[config.mk]
export PLATFORM = sky130hd
export DESIGN_NAME = mult_bcd_converter
export DESIGN_NICKNAME = d
export VERILOG_FILES = /design/src/rtl/mult_bcd_converter.sv
export SDC_FILE = /design/constraint.sdc
export NUM_CORES = 1
export LEC_CHECK = 0
export BUFFER_PORTS_ARGS = -buffer_cell sky130_fd_sc_hd__buf_2
export CORE_MARGIN = 2
export CORE_UTILIZATION = 40
export DETAILED_ROUTE_END_ITERATION = 8
export PLACE_DENSITY = 0.67
export SKIP_LAST_GASP = 1
export SYNTH_ARGS = -nofsm -noshare
export SYNTH_HDL_FRONTEND = slang
export SYNTH_SLANG_ARGS = --single-unit
[constraint.sdc]
create_clock -name clk -period 2.45 [get_ports clk]
set_input_delay 0.1225 -clock clk [delete_from_list [all_inputs] [get_ports clk]]
set_output_delay 0.1225 -clock clk [all_outputs]
set_load 0.02 [all_outputs]
[src/rtl/mult_bcd_converter.sv]
// Sequential double-dabble converter: signed product in, sign plus packed BCD magnitude out.
// One magnitude bit is shifted into the BCD scratch per clock; the result commits after WIDTH shifts.
module mult_bcd_converter #(
  parameter int WIDTH  = 16,
  parameter int DIGITS = 5
) (
  input  logic                  clk,
  input  logic                  reset,
  input  logic                  start,
  input  logic [WIDTH-1:0]      mult_in,
  output logic                  busy,
  output logic                  bcd_valid,
  output logic                  sign,
  output logic [4*DIGITS-1:0]   bcd
);

  // state   | meaning
  // IDLE    | waiting for start; last result (if any) still presented
  // SHIFT   | add-3 / shift loop, one magnitude bit per clock
  // DONE    | result committed; wait for start to drop before rearming
  localparam logic [1:0] S_IDLE  = 2'd0;
  localparam logic [1:0] S_SHIFT = 2'd1;
  localparam logic [1:0] S_DONE  = 2'd2;

  localparam int BW = 4 * DIGITS;
  localparam int CW = $clog2(WIDTH + 1);
  localparam logic [CW-1:0] LAST_CNT = CW'(WIDTH - 1);

  logic [1:0]       state_q,   state_d;
  logic [BW-1:0]    scratch_q, scratch_d;
  logic [WIDTH-1:0] mag_q,     mag_d;
  logic [CW-1:0]    cnt_q,     cnt_d;
  logic             sign_r_q,  sign_r_d;
  logic             sign_q,    sign_d;
  logic [BW-1:0]    bcd_q,     bcd_d;
  logic             busy_q,    busy_d;
  logic             valid_q,   valid_d;

  logic [BW-1:0]    adjusted;
  logic [3:0]       digit;
  logic [BW-1:0]    shifted_bcd;
  logic [WIDTH-1:0] shifted_mag;

  // Digits >= 5 get +3 so that the following doubling carries correctly into the next decade.
  always_comb begin
    adjusted = '0;
    digit    = '0;
    for (int i = 0; i < DIGITS; i++) begin
      digit = scratch_q[4*i +: 4];
      adjusted[4*i +: 4] = (digit >= 4'd5) ? (digit + 4'd3) : digit;
    end
    {shifted_bcd, shifted_mag} = {adjusted[BW-2:0], mag_q, 1'b0};
  end

  always_comb begin
    state_d   = state_q;
    scratch_d = scratch_q;
    mag_d     = mag_q;
    cnt_d     = cnt_q;
    sign_r_d  = sign_r_q;
    sign_d    = sign_q;
    bcd_d     = bcd_q;
    busy_d    = busy_q;
    valid_d   = valid_q;

    case (state_q)
      S_IDLE: begin
        if (start) begin
          sign_r_d  = mult_in[WIDTH-1];
          // The most negative input negates to itself, which reads correctly as unsigned 2^(WIDTH-1).
          mag_d     = mult_in[WIDTH-1] ? (~mult_in + 1'b1) : mult_in;
          scratch_d = '0;
          cnt_d     = '0;
          busy_d    = 1'b1;
          valid_d   = 1'b0;
          state_d   = S_SHIFT;
        end
      end

      S_SHIFT: begin
        scratch_d = shifted_bcd;
        mag_d     = shifted_mag;
        cnt_d     = cnt_q + 1'b1;
        if (cnt_q == LAST_CNT) begin
          bcd_d   = shifted_bcd;
          sign_d  = sign_r_q;
          busy_d  = 1'b0;
          valid_d = 1'b1;
          state_d = S_DONE;
        end
      end

      S_DONE: begin
        // A level-held request must drop before another conversion is accepted.
        if (!start) state_d = S_IDLE;
      end

      default: state_d = S_IDLE;
    endcase
  end

  always_ff @(posedge clk) begin
    if (reset) begin
      state_q   <= S_IDLE;
      scratch_q <= '0;
      mag_q     <= '0;
      cnt_q     <= '0;
      sign_r_q  <= 1'b0;
      sign_q    <= 1'b0;
      bcd_q     <= '0;
      busy_q    <= 1'b0;
      valid_q   <= 1'b0;
    end else begin
      state_q   <= state_d;
      scratch_q <= scratch_d;
      mag_q     <= mag_d;
      cnt_q     <= cnt_d;
      sign_r_q  <= sign_r_d;
      sign_q    <= sign_d;
      bcd_q     <= bcd_d;
      busy_q    <= busy_d;
      valid_q   <= valid_d;
    end
  end

  assign busy      = busy_q;
  assign bcd_valid = valid_q;
  assign sign      = sign_q;
  assign bcd       = bcd_q;

endmodule

==> summary.txt <==
Layout
  – Post-route insts no fill: 529
  – Layout Area Growth over Synthesis: 14.0%
  – Final Cell Area: about 3700 µm²
  – # fillers: approximately 800
  – Final core occ: 47.8%
  – # nets final: 455
  – Share of cells above drive strength 1: between 10% and 20%
  – Number of antenna diodes: 0

Global route
  – Number of global-route vias before repair: 2626
  – Grt met2 use: 26.8%
  – Congestion Overflow GR: 0
  – First-pass GRT wire length: roughly 11000 µm
  – Met3 Usage GRT: 3.11%
  – Tot GR Track Use: 16.0%
  – Initial antenna violation count: 0
  – Met1 Usage GRT: a little under 20%
  – Largest net degree at the start of global routing: 29
  – Gr busiest metal: met2

Setup path
  – CP endpoint: bcd[16]$_SDFFE_PP0P_
  – CP Class: register to register
  – CP peak stage delay: between 0.4 and 0.5 ns
  – R2R depth: 5
  – WP data arrival: 2.01 ns
  – RR Endpoint: bcd[16]$_SDFFE_PP0P_
  – RR Startpoint: state_q[0]$_SDFFE_PP0P_
  – CP Cell Sequence: nor2b_2 > and2_1 > buf_4 > nor2_1 > a211oi_1
  – Critical path launch point: state_q[0]$_SDFFE_PP0P_
  – R2r setup slk: 0.70 ns
  – Worst path required time: 2.71 ns
  – Crit start category: register
  – CP Capture Type: register
  – Slowest CP cell: dfxtp_1
  – Max FO, Critical Path: 25

Floorplanning
  – Rows: 32
  – Initial Util: 41.9%
  – Core Box Area: between 7000 and 8000 µm²
  – Die Y: roughly 94 µm
  – Die area: 8920 µm²
  – Ports: 42
  – Die Wd: about 94 µm

Clocking
  – Longest Clk Path Bufs: 2
  – Post-CTS Resized: 0
  – Clock Latency Late Sink: 0.34 ns
  – Number of buffers added for setup after CTS: 0
  – CTS tree: yes
  – H-Tree Depth: 3
  – Post-CTS Hold Buffers: 0
  – CTS Buf Count: 9
  – CTS clk-pin slew, worst paths: 0.07 ns
  – Num Clock Sinks: 67
  – Clk root buf: clkbuf_8

Synth
  – Post-synth EDFFs: 0
  – Top post-synthesis cells by area: dfxtp_1 41%, a21oi_1 6.0%, ha_1 5.0%, nand2_1 4.7%, a22oi_1 4.6%
  – Sequential fraction of the synthesis area: 41.0%
  – Yosys synthesis warning count: 0
  – Share of the synthesized area in the top cell type: 41.0%
  – Number of distinct library cells after synthesis: 46
  – Yosys top cell by area: dfxtp_1
  – Net Count, Synth: 418
  – Syn Std Cell Area: 3270 µm²
  – Post-synthesis async set-or-reset flop share: 0%
  – Seq cells post-synth: 67
  – Top FF cell, synth: dfxtp_1
  – Synthesized instance count: 386
  – Avg Cell Area, Syn: 8.48 µm²

Timing
  – Crit path time final: 1.75 ns
  – Setup_tns: 0 ns
  – Top achievable clock speed: 572 MHz
  – Slew @ Worst Pin: 0.700 ns
  – Final worst path period share: between 70 and 80%
  – Worst slew margin: 53.3%
  – Minimum hold slack: 0.0847 ns
  – Hold Fails Final Rpt: 0
  – Setup violations, final: 0
  – Final Max Slew Viols: 0
  – RSZ-0062 raised after global routing: no
  – Setup ws final: approximately 0.7 ns
  – Worst Skew: 0.00675 ns

Power
  – Total power draw: 2.24 mW
  – Leak: 1.42 nW
  – Power Density: about 600 nW/µm²
  – Worst IR Drop VDD: 0.000228 V

Route
  – WL final: 6770 µm
  – Final routed DRC violation total: 0
  – Routed WL per cell: 12.8 µm
  – Antenna Violating Nets Remaining: 0
  – DR vias/cell: ~5.3
  – Starting DRT DRC Count: around 120
  – DR vias: about 2800
  – Drt pass-1 iters: 4

Place
  – Final Wtd Congestion: 0.775
  – Post-Place Cells: 514
  – # port buffers: 41
  – Detailed placement HPWL: 4760 µm
  – Placed instance area: 3540 µm²
  – Worst slack at placement: 0.678 ns

Min path
  – Worst hold path class: input port to register
  – HP Start: mult_in[14]

Run
  – Number of max-cap violations: 0

Status
  – Status: complete, no violations
[cell type report]
type | count | area, µm² | area share [%]
clock buffers | 13 | 159 | 4.26
clock inverters | 2 | 35.0 | 0.939
inverters | 14 | 52.6 | 1.41
multi-input cells | 281 | 1740 | 46.7
flip-flops and latches | 67 | 1340 | 36.0
well taps | 102 | 128 | 3.42
repair buffers | 50 | 273 | 7.31
[synthesized netlist by cell type, types with 10 or more instances]
| cell type | n |
|---|---|
| nand3_1 | 10 |
| clkbuf_1 | 11 |
| o21ai_1 | 18 |
| inv_1 | 14 |
| a21oi_1 | 39 |
| xor2_1 | 10 |
| dfxtp_1 | 67 |
| nor2_1 | 39 |
| nand2_1 | 41 |
| a22oi_1 | 20 |
| ha_1 | 13 |
[placed cells by master (no fill, tap or decap), types with 10 or more instances in the layout]
cell | synthesis | routed
a21oi_1 | 39 | 39
a22oi_1 | 20 | 20
buf_2 | 4 | 41
clkbuf_8 | 1 | 11
dfxtp_1 | 67 | 67
ha_1 | 13 | 13
inv_1 | 14 | 14
nand2_1 | 41 | 41
nand3_1 | 10 | 10
nor2_1 | 39 | 39
o21ai_1 | 18 | 18
xor2_1 | 10 | 10
[kinds of logic (layout without fill, tap and decap cells)]
| logic type | after synthesis | count (layout) | share of synthesized area [%] |
|---|---|---|---|
| simple gates | 136 | 136 | 21.0 |
| fa+ha+maj | 13 | 13 | 4.97 |
| compound gates | 108 | 108 | 20.4 |
| mux | 6 | 6 | 1.84 |
| flops | 67 | 67 | 41.0 |
| buf+inv | 38 | 79 | 5.97 |
| xor+xnor | 18 | 18 | 4.82 |
[per-layer routing]
layer | vias to the layer above | wire, µm
met5 | - | 0
met4 | 0 | 137
met1 | 1302 | 3310
met2 | 45 | 3080
met3 | 12 | 248
li1 | 1434 | -
[worst min-delay path by stage]
stage / end / cells past startpoint
after floorplan: state_q[1]$_SDFFE_PP0P_ / 2
after global placement: mag_q[14]$_SDFFE_PP0P_ / 3
after detailed placement: mag_q[14]$_SDFFE_PP0P_ / 3
after CTS: mag_q[14]$_SDFFE_PP0P_ / 3
after global routing: mag_q[14]$_SDFFE_PP0P_ / 3
final: mag_q[14]$_SDFFE_PP0P_ / 3
[power by group]
part	internal (mW)	switching (mW)
Sequential	1.12	0.0168
Combinational	0.0702	0.119
Clock	0.519	0.395
Total	1.71	0.531
[worst max-delay path, delay by kind of cell, from the launching register on]
kind	cells	cell delay, ns
AND/OR/NAND/NOR	3	0.71
AO/OA/AOI/OAI	1	0.22
flip-flops	1	0.47
buffers and inverters	1	0.27
[state kept, by name (all words and copies together) (netlist names)]
name       flops
sign_r_q       1
state_q        2
busy           1
cnt_q          5
sign           1
mag_q         16
bcd           20
bcd_valid      1
scratch_q     20
Note: power is estimated with default switching activity, not from simulation.
